[src/rtl/output_array.sv]
// output_array: serializes 4-pixel quads into a single pixel stream with
// line/frame markers. A two-entry ping-pong quad FIFO decouples the quad
// input from the pixel output so a quad every 4 cycles sustains 1 pixel/cycle.
// Optional feature macro: OUT_CLAMP_EN (signed clamp of output pixels to
// the range 0..MAX_VAL at the output mux).
module output_array #(
  parameter int LINE_WIDTH = 16,
  parameter int LINE_COUNT = 4,
  parameter int MAX_VAL    = 255
) (
  input  logic        clk,
  input  logic        rst,
  input  logic        act,
  input  logic        in_valid,
  output logic        in_ready,
  input  logic [14:0] in_0,
  input  logic [14:0] in_1,
  input  logic [14:0] in_2,
  input  logic [14:0] in_3,
  output logic [14:0] out,
  output logic        out_valid,
  input  logic        out_ready,
  output logic        out_sol,
  output logic        out_eol,
  output logic        out_eof
);

  localparam int DATA_W = 15;
  localparam int CW     = (LINE_WIDTH > 1) ? $clog2(LINE_WIDTH) : 1;
  localparam int LNW    = (LINE_COUNT > 1) ? $clog2(LINE_COUNT) : 1;
  localparam logic [CW-1:0]  COL_LAST  = CW'(LINE_WIDTH - 1);
  localparam logic [LNW-1:0] LINE_LAST = LNW'(LINE_COUNT - 1);
  // An illegal geometry (or negative ceiling) leaves the block refusing input
  // rather than producing a stream with wrong markers.
  localparam bit CFG_OK = ((LINE_WIDTH % 4) == 0) && (LINE_WIDTH >= 4) &&
                          (LINE_COUNT >= 1) && (MAX_VAL >= 0);

  // Quad storage: data is never reset, only the control around it.
  logic [DATA_W-1:0] r_mem [2][4];
  logic              r_head;
  logic              r_tail;
  logic [1:0]        r_occ;
  logic [1:0]        r_lane;
  logic [CW-1:0]     r_col;
  logic [LNW-1:0]    r_line;

  logic              w_in_ready;
  logic              w_out_valid;
  logic              w_push;
  logic              w_pxfer;
  logic              w_pop;
  logic [DATA_W-1:0] w_lane_px;
  logic [DATA_W-1:0] w_px;

`ifdef OUT_CLAMP_EN
  // Treat the lane value as signed and limit it to 0..MAX_VAL.
  function automatic logic [DATA_W-1:0] clamp_px(input logic [DATA_W-1:0] raw);
    logic signed [DATA_W-1:0] s;
    s = $signed(raw);
    if (s < 0)
      return '0;
    else if (int'(s) > MAX_VAL)
      return DATA_W'(MAX_VAL);
    else
      return raw;
  endfunction
`endif

  // Handshakes depend only on registered state, act and rst.
  assign w_in_ready  = act && !rst && CFG_OK && (r_occ < 2'd2);
  assign w_out_valid = act && !rst && (r_occ != 2'd0);
  assign w_push      = in_valid && w_in_ready;
  assign w_pxfer     = w_out_valid && out_ready;
  assign w_pop       = w_pxfer && (r_lane == 2'd3);

  assign w_lane_px = r_mem[r_head][r_lane];
`ifdef OUT_CLAMP_EN
  assign w_px = clamp_px(w_lane_px);
`else
  assign w_px = w_lane_px;
`endif

  assign in_ready  = w_in_ready;
  assign out_valid = w_out_valid;
  assign out       = w_out_valid ? w_px : '0;
  assign out_sol   = w_out_valid && (r_col == '0);
  assign out_eol   = w_out_valid && (r_col == COL_LAST);
  assign out_eof   = w_out_valid && (r_col == COL_LAST) && (r_line == LINE_LAST);

  // Capture an accepted quad into the tail slot.
  always_ff @(posedge clk) begin
    if (w_push) begin
      r_mem[r_tail][0] <= in_0;
      r_mem[r_tail][1] <= in_1;
      r_mem[r_tail][2] <= in_2;
      r_mem[r_tail][3] <= in_3;
    end
  end

  // FIFO pointers and occupancy; push and lane-3 pop together leave occupancy unchanged.
  always_ff @(posedge clk) begin
    if (rst) begin
      r_head <= 1'b0;
      r_tail <= 1'b0;
      r_occ  <= 2'd0;
    end else begin
      if (w_push) r_tail <= ~r_tail;
      if (w_pop)  r_head <= ~r_head;
      case ({w_push, w_pop})
        2'b10:   r_occ <= r_occ + 2'd1;
        2'b01:   r_occ <= r_occ - 2'd1;
        default: r_occ <= r_occ;
      endcase
    end
  end

  // Lane, column and line counters advance on each pixel transfer.
  always_ff @(posedge clk) begin
    if (rst) begin
      r_lane <= 2'd0;
      r_col  <= '0;
      r_line <= '0;
    end else if (w_pxfer) begin
      r_lane <= r_lane + 2'd1;
      if (r_col == COL_LAST) begin
        r_col <= '0;
        if (r_line == LINE_LAST) r_line <= '0;
        else                     r_line <= r_line + LNW'(1);
      end else begin
        r_col <= r_col + CW'(1);
      end
    end
  end

endmodule

[config.mk]
export PLATFORM = sky130hd
export DESIGN_NAME = output_array
export DESIGN_NICKNAME = d
export VERILOG_FILES = /design/src/rtl/output_array.sv
export SDC_FILE = /design/constraint.sdc
export NUM_CORES = 1
export LEC_CHECK = 0
export CAP_MARGIN = 15
export CORE_MARGIN = 2
export CORE_UTILIZATION = 53
export CTS_CLUSTER_DIAMETER = 40
export DETAILED_ROUTE_END_ITERATION = 16
export PLACE_DENSITY = 0.79
export SYNTH_ARGS = -nofsm -noshare
export SYNTH_HDL_FRONTEND = slang
export SYNTH_SLANG_ARGS = --single-unit
[constraint.sdc]
create_clock -name clk -period 5.25 [get_ports clk]
set_input_delay 0.7875 -clock clk [delete_from_list [all_inputs] [get_ports clk]]
set_output_delay 0.7875 -clock clk [all_outputs]
set_load 0.05 [all_outputs]
==> results of run 1 <==
## cell type report
class	instances	area share (%)
sequential	133	57.45
multi-input combinational	106	18.70
inverter	4	0.2231
clock buffer	19	6.265
tap	133	2.473
clock inverter	13	2.064
timing repair buffer	87	12.83
## power by group through the flow
| stage | Combinational, mW | Sequential (mW) | Clock (mW) |
|---|---|---|---|
| global route | 0.113 | 1.18 | 1.18 |
| floorplan | 0.0415 | 1.20 | 0 |
| global placement | 0.104 | 1.20 | 0 |
| finish | 0.107 | 1.18 | 1.11 |
| CTS | 0.107 | 1.18 | 1.13 |
| detailed placement | 0.106 | 1.20 | 0 |
## layout by cell type, fill, tap and decap left out, drive strengths merged, types with 2 or more instances in the layout
master / instances
o31ai: 4
clkdlybuf4s50: 84
buf: 3
nor2b: 4
ha: 5
a22o: 15
nor3: 2
mux2: 2
dfxtp: 13
nor2: 9
and3: 6
nand2b: 3
bufinv: 3
mux2i: 3
nand4: 6
a21oi: 5
edfxtp: 120
clkinv: 9
mux4: 30
clkbuf: 19
xor2: 2
inv: 4
## sequential cells by signal, summed over array words and instances, names as in the netlist, named ones only
register and cells:
r_mem 120, r_col 4, r_lane 2, r_line 2, r_occ 2, r_head 1
r_tail 1
## path summary, 6_finish.rpt
path,from,to
worst max-delay path,rst,out[13]
worst min-delay path,r_head$_SDFFE_PP0P_,r_head$_SDFFE_PP0P_
worst max register to register,r_lane[0]$_SDFFE_PP0P_,r_occ[1]$_SDFFE_PP0P_
worst min register to register,r_head$_SDFFE_PP0P_,r_head$_SDFFE_PP0P_
## cells by family (layout without fill, tap and decap cells)
group	after synthesis	in the layout
buf+inv	18	123
mux	35	35
flops	133	133
fa+ha+maj	5	5
xor+xnor	3	3
simple gates	35	35
compound gates	28	28
## layer usage
metal	track usage, %	part of all wire [%]	routed length, µm	vias to the layer above
met4	6.377	0.90	87	0
met5	0	0	0	-
li1	-	-	-	1261
met2	32.37	53	5061	79
met1	23.65	41	3984	1358
met3	7.056	5.1	487	7
## critical path: stages
cell and delay (ns):
clkdlybuf4s50_1 0.68, nand2b_1 0.44, nor3_4 0.77, a22o_1 0.25
clkdlybuf4s50_1 0.81
==> results.tsv, run 1 <==
metric	value	unit
wirelength	9620	µm
synth_top_area_share	69.13	%
cts_root_buf	clkbuf_8	
syn2layout_area_growth	29.12	%
synthesis.nets	327	
finalSetupViolations	0	
pwr-share-seq	49.2	%
design_area	6730	µm²
r2r_cells	6	
combPwrFrac	4.4	%
dpl_cell_area	6170	µm²
p_sw	455.7	µW
multi_input_area	1259	µm²
n_antenna_cell	0	
drt_first_pass_iters	4	
finClkSkew	0.009233	ns
drv_cap	0	
peakVddDrop	0.2958	mV
rrSetupSlack	2.95	ns
arrival	3.74	ns
drcViolationCount	0	
hold_path_class	reg2reg	
p_per_area	357.2	nW/µm²
place.gp.congestion	0.7786	
synth_xor_area_share	0.5041	%
routedWlPerCell	19.43	µm
synthAdderAreaFrac	1.200	%
ys_seq_elements	133	
ant_nets	0	
synthMuxAreaShare	13.97	%
min_period	4.526	ns
cts_tree	yes	
clk-insertion-delay-late	0.52	ns
grt_usage	19.34	%
antenna_found_initial	0	
rsz0062_at_grt	false	
syn_avg_cell_area	20.28	µm²
nets	419	
fin_cells	495	
synthSimpleGateAreaFrac	4.153	%
seq_area	3866	µm²
clk_pin_slew	0.06	ns
yosysMostFrequentCell	edfxtp_1	
startpoint_type	input port	
async_flop_share	0	%
die_h	103.2	µm
grt_max_degree	61	
cts.path.max_buffers	2	
syn_inst	257	
hpwl	5806	µm
outcome	finished clean	
p_total	2.404	mW
cts_hold_buf	0	
drv_slew	0	
crit_type	in2out	
synthTopCellsByArea	edfxtp_1, mux4_2, dfxtp_1	
core	9639	µm²
vias	2705	
portBuffers	84	
synth_top_family_by_area	multiplexers	
synth_common_cells	edfxtp_1, mux4_2, a22o_1, dfxtp_1, nor2_1	
utilization	69.82	%
post-place-ws	0.7352	ns
netlist_area	5212	µm²
grt_first_pass_wirelength	14500	µm
cts-buffers-inserted	17	
cp_max_fo	16	
die_area	10640	µm²
ios	85	
h-tree-depth	4	
cp.required	4.46	ns
power.leakage	2.213	nW
yosysSeqAreaShare	74.12	%
grt_pass1_vias	2766	
post-cts-setup-buffer-count	0	
ys.flop_type	edfxtp_1	
postCtsResizedCells	0	
finalHoldViolCount	0	
cts.sinks	133	
viasPerCell	5.465	
synth-compound-area-share	4.153	%
start_util	54.08	%
drt_iter0_drc	113	
yosysUniqueCellTypes	33	
setup_tns	0	ns
slew_headroom	41.15	%
place_inst	463	
yosysWarningCount	0	
fin_ws	0.7237	ns
p_clk_share	46.3	%
min_path_cells	1	
layout-drive-gt1-share	18.78	%
grt_overflow_total	0	
worst_slew_pin_slew	0.8828	ns
rows	36	
p_sw_share	18.96	%
die_w	103.2	µm
yosysTopAreaCell	edfxtp_1	
fin_hold_ws	0.4625	ns
synth_edf_count	120	
worst_setup_path_end_kind	output pin	
power.internal	1.948	mW
num-fill-cells	641	
fmax	220.9	MHz
fin_crit_sh	86.22	%
Power figures use the tool's default switching activity.
==> inputs of run 2 (changes only) <==
Settings changed: CORE_UTILIZATION 53 to 27, PLACE_DENSITY 0.79 to default.
==> results.tsv, run 2 (same netlist as run 1, synthesis figures left out) <==
metric	value	unit	change
outcome	finished clean		
postCtsResizedCells	0		unchanged
n_antenna_cell	0		unchanged
mostFrequentLayoutCells	edfxtp_1, clkdlybuf4s50_1, mux4_2		
final_common_cell	edfxtp_1		
finalHoldViolCount	0		unchanged
power.leakage	2.246	nW	+1.5%
cts_root_buf	clkbuf_16		
grt_usage	10.90	%	-8.4 points
post-cts-setup-buffer-count	0		unchanged
cts_hold_buf	0		unchanged
place.gp.congestion	0.7518		-3.4%
rows	50		+39%
vias	2746		+1.5%
clk_pin_slew	0.05	ns	about the same
path_cells	clkdlybuf4s50_1, buf_4, nand2b_1, nor3_4, buf_4, a22o_1, clkdlybuf4s50_1		
die_h	142.9	µm	+39%
drv_cap	0		unchanged
portBuffers	84		unchanged
nets	421		+0.48%
finalSetupViolations	0		unchanged
grt_overflow_total	0		unchanged
antenna_found_initial	0		unchanged
drt_first_pass_iters	6		+2
ios	85		unchanged
clk-insertion-delay-late	0.41	ns	-0.11 ns
cts.path.max_buffers	2		unchanged
crit_type	in2out		
core	18830	µm²	+95%
viasPerCell	4.401		-19%
grt_max_degree	61		unchanged
routedWlPerCell	16.83	µm	-13%
peakVddDrop	0.2066	mV	-30%
cp.required	4.46	ns	about the same
layout-drive-gt1-share	19.51	%	+0.72 points
cts-buffers-inserted	17		unchanged
cp_max_fo	16		unchanged
h-tree-depth	4		unchanged
fin_hold_ws	0.4605	ns	-0.001992 ns
grt_first_pass_wirelength	16230	µm	+12%
ant_nets	0		unchanged
die_w	142.9	µm	+39%
syn2layout_area_growth	33.70	%	
design_area	6969	µm²	+3.6%
largest_register_ffs	120		unchanged
drt_iter0_drc	138		+22%
arrival	3.48	ns	-0.26 ns
drcViolationCount	0		unchanged
grt_pass1_vias	2989		+8.1%
cp_slowest_cell	clkdlybuf4s50_1		
rrSetupSlack	2.88	ns	-0.07 ns
slew_headroom	35.19	%	-6.0 points
wirelength	10500	µm	+9.2%
drv_slew	0		unchanged
finClkSkew	0.01443	ns	+0.005193 ns
fmax	234.3	MHz	+6.1%
p_total	2.512	mW	+4.5%
num-fill-cells	1738		+170%
cts_tree	yes		
top_register	r_mem		
rsz0062_at_grt	false		
worst_setup_path_end_kind	output pin		
min_period	4.268	ns	-0.2586 ns
reg.largest.list	r_mem (120), r_col (4)		
start_util	27.68	%	-26 points
cts.sinks	133		unchanged
fin_crit_sh	81.29	%	-4.9 points
max_stage_delay	0.80	ns	about the same
die_area	20430	µm²	+92%
startpoint_type	input port		
hold_path_class	reg2reg		
worst_slew_pin_slew	0.9722	ns	+0.08939 ns
setup_tns	0	ns	unchanged
p_per_area	360.4	nW/µm²	+0.90%
dpl_cell_area	6356	µm²	+3.0%
hpwl	6664	µm	+15%
run 2: cell types whose count changed in the layout (fill, tap and decap cells not counted):
cell / before / now
clkbuf_1: 2 / 1
bufinv_16: 3 / 4
buf_4: 3 / 4
clkinv_2: 6 / 2
clkbuf_16: 16 / 17
inv_6: 0 / 1
clkbuf_8: 1 / 0
clkinv_4: 0 / 3
buf_12: 0 / 1
run 2: worst paths after layout:
path / from / to / cells past startpoint
hold reg to reg: r_head$_SDFFE_PP0P_ / flop / 1
setup reg to reg: r_lane[0]$_SDFFE_PP0P_ / r_occ[1]$_SDFFE_PP0P_ / 6
hold / removal: r_head$_SDFFE_PP0P_ / flop / 1
setup / recovery: rst / out[6] / 7
run 2: stage by stage:
stage,setup WS [ns],util [%],instances
3_3_place_gp,1.032,33.75,592
2_1_floorplan,1.197,-,257
4_1_cts,0.9581,37.01,624
6_report,0.9823,37.01,624
3_5_place_dp,0.9754,33.75,592
5_1_grt,0.8506,37.01,624
run 2: worst max-delay path, delay by kind of cell:
kind / cells / cell delay (ns)
buffers and inverters: 4 / 1.70
AND/OR/NAND/NOR: 2 / 0.82
AO/OA/AOI/OAI: 1 / 0.16
run 2: layer usage:
layer  GRT usage [%]  routed length [µm]  share of wire [%]
met4           4.117                 114                1.1
met3           4.225                 593                5.6
met1           12.69                4424                 42
met5               0                   0                  0
met2           18.21                5370                 51
run 2: area by class of cell:
type | count | area (µm²) | area share (%)
Timing Repair Buffer | 89 | 890.9 | 12.78
Inverter | 4 | 15.01 | 0.2154
Tap cell | 260 | 325.3 | 4.668
Clock inverter | 14 | 183.9 | 2.639
Multi-Input combinational cell | 106 | 1259 | 18.06
Sequential cell | 133 | 3866 | 55.48
Clock buffer | 18 | 429.2 | 6.158
run 2: power by group:
group / switching [mW] / total, mW / internal, mW / leakage (nW)
registers: 0.00679 / 1.18 / 1.18 / 1.20
logic: 0.0478 / 0.110 / 0.0620 / 0.753
clock network: 0.429 / 1.22 / 0.791 / 0.297
==> inputs of run 3 (changes only) <==
Clock period 5.25 ns to 4.04 ns, I/O delays scaled along.
==> results.tsv, run 3 (same netlist as run 1, synthesis figures left out) <==
metric	value	unit	change
critPathCapture	out_sol		
path_delay_family	buffers and inverters		
min_period	3.260	ns	
fin_cells	626		+0.32%
crit_type	in2out		
grt_first_pass_wirelength	15930	µm	-1.8%
num-fill-cells	1741		+0.17%
fin_crit_sh	80.70	%	
cp.depth	5		-2
grt_max_degree	61		unchanged
syn2layout_area_growth	36.05	%	
die_h	142.9	µm	unchanged
post-cts-setup-buffer-count	0		unchanged
cts.sinks	133		unchanged
r2r-start	r_lane[0]$_SDFFE_PP0P_		
die_w	142.9	µm	unchanged
die_area	20430	µm²	unchanged
clk_pin_slew	0.06	ns	about the same
wirelength	10240	µm	-2.5%
p_per_area	438.7	nW/µm²	+22%
outcome	finished clean		
crit_top_cell	clkdlybuf4s50_1		
nets	423		+0.48%
routedWlPerCell	16.35	µm	-2.8%
worst_setup_path_end_kind	output pin		
hold_path_class	reg2reg		
cts-buffers-inserted	17		unchanged
worst_slew_pin_slew	0.9474	ns	-0.02483 ns
peakVddDrop	0.2734	mV	+32%
r2r_cells	6		unchanged
viasPerCell	4.428		+0.62%
slew_headroom	36.84	%	+1.7 points
ios	85		unchanged
place_inst	594		+0.34%
h-tree-depth	4		unchanged
rsz0062_at_grt	false		
drv_cap	0		unchanged
path_cells	clkdlybuf4s50_1, nand2b_1, nor2_1, and3_1, clkdlybuf4s50_1		
layout-drive-gt1-share	24.59	%	+5.1 points
drv_slew	0		unchanged
post-place-ws	0.7890	ns	-0.1863 ns
cts_root_buf	clkbuf_16		
clk-insertion-delay-late	0.42	ns	about the same
power.leakage	2.295	nW	+2.2%
cts.path.max_buffers	2		unchanged
startpoint_type	input port		
finClkSkew	0.01156	ns	-0.002870 ns
seq_area	3866	µm²	unchanged
arrival	2.65	ns	-0.83 ns
drcViolationCount	0		unchanged
finalHoldViolCount	0		unchanged
rrSetupSlack	1.69	ns	-1.19 ns
reg2reg_to	r_occ[1]$_SDFFE_PP0P_		
largest_register_ffs	120		unchanged
max_stage_delay	0.79	ns	about the same
n_antenna_cell	0		unchanged
finalSetupViolations	0		unchanged
antenna_found_initial	0		unchanged
final_common_cell	edfxtp_1		
hpwl	6499	µm	-2.5%
place.gp.congestion	0.7746		+3.0%
fin_ws	0.7796	ns	-0.2027 ns
mostFrequentLayoutCells	edfxtp_1, clkdlybuf4s50_1, mux4_2		
top_register	r_mem		
start_util	27.68	%	unchanged
ant_nets	0		unchanged
postCtsResizedCells	0		unchanged
grt_overflow_total	0		unchanged
drt_first_pass_iters	4		-2
cp-startpoint	rst		
setup_tns	0	ns	unchanged
cp_slowest_cell	clkdlybuf4s50_1		
drt_iter0_drc	116		-16%
grt_usage	10.65	%	-0.25 points
cts_tree	yes		
rows	50		unchanged
cp_max_fo	9		-7
cp.required	3.43	ns	-1.03 ns
portBuffers	84		unchanged
core	18830	µm²	unchanged
vias	2772		+0.95%
multi_input_area	1259	µm²	unchanged
grt_pass1_vias	3004		+0.50%
fmax	306.7	MHz	
reg.largest.list	r_mem (120), r_col (4)		
critPathBufInv	2		-2
cts_hold_buf	0		unchanged
-- run 3: cell types whose count changed in the layout (fill, tap and decap cells not counted), sizes merged --
cell | previous run | this run
bufinv | 4 | 1
clkinv | 8 | 6
clkdlybuf4s50 | 84 | 69
buf | 5 | 22
inv | 5 | 7
clkinvlp | 1 | 4
-- run 3: worst reg2reg max path: cells and delay by family, from the launching register on --
kind                       cells  cell delay [ns]
buffers and inverters          1             0.11
and+or+nand+nor                2             0.55
adders and majority gates      2             0.55
AOI/OAI and AO/OA              1             0.14
DFF                            1             0.95
-- run 3: layout make-up --
cell class                      count  share of cell area (%)
Multi-Input combinational cell    106                   17.75
Inverter                            4                  0.2117
Clock inverter                     14                   1.817
Sequential cell                   133                   54.52
Timing Repair Buffer               91                   15.07
Clock buffer                       18                   6.052
Tap cell                          260                   4.587
-- run 3: layer usage --
layer	vias up	track usage, %	share of wire (%)
met2	84	18.08	52
met1	1415	12.18	40
met5	-	0	0
met3	12	4.058	6.4
li1	1261	-	-
met4	0	4.065	1.5
-- run 3: worst min path at each step --
stage | startpoint | end | slack (ns) | cells past startpoint
after CTS | r_head$_SDFFE_PP0P_ | r_head$_SDFFE_PP0P_ | 0.47 | 1
final | r_head$_SDFFE_PP0P_ | r_head$_SDFFE_PP0P_ | 0.46 | 1
after detailed placement | r_head$_SDFFE_PP0P_ | r_head$_SDFFE_PP0P_ | 0.46 | 1
after floorplan | r_head$_SDFFE_PP0P_ | flop | 0.43 | 1
after global placement | r_head$_SDFFE_PP0P_ | flop | 0.44 | 1
after global routing | r_head$_SDFFE_PP0P_ | r_head$_SDFFE_PP0P_ | 0.51 | 1
-- run 3: metrics by stage --
step | instance area, µm² | utilization (%) | hold WS, ns | total power [mW]
6_report | 7092 | 37.66 | 0.4643 | 3.111
5_1_grt | 7092 | 37.66 | 0.5089 | 3.229
4_1_cts | 7092 | 37.66 | 0.4705 | 3.158
3_5_place_dp | 6534 | 34.70 | 0.4629 | 1.714
3_3_place_gp | 6534 | 34.70 | 0.4429 | 1.709
2_1_floorplan | 5213 | - | 0.4342 | 1.617
-- run 3: where the power goes --
| part | switching (mW) | internal, mW | total [mW] |
|---|---|---|---|
| clock network | 0.578 | 0.850 | 1.43 |
| registers | 0.00905 | 1.53 | 1.54 |
| logic | 0.0622 | 0.0848 | 0.147 |
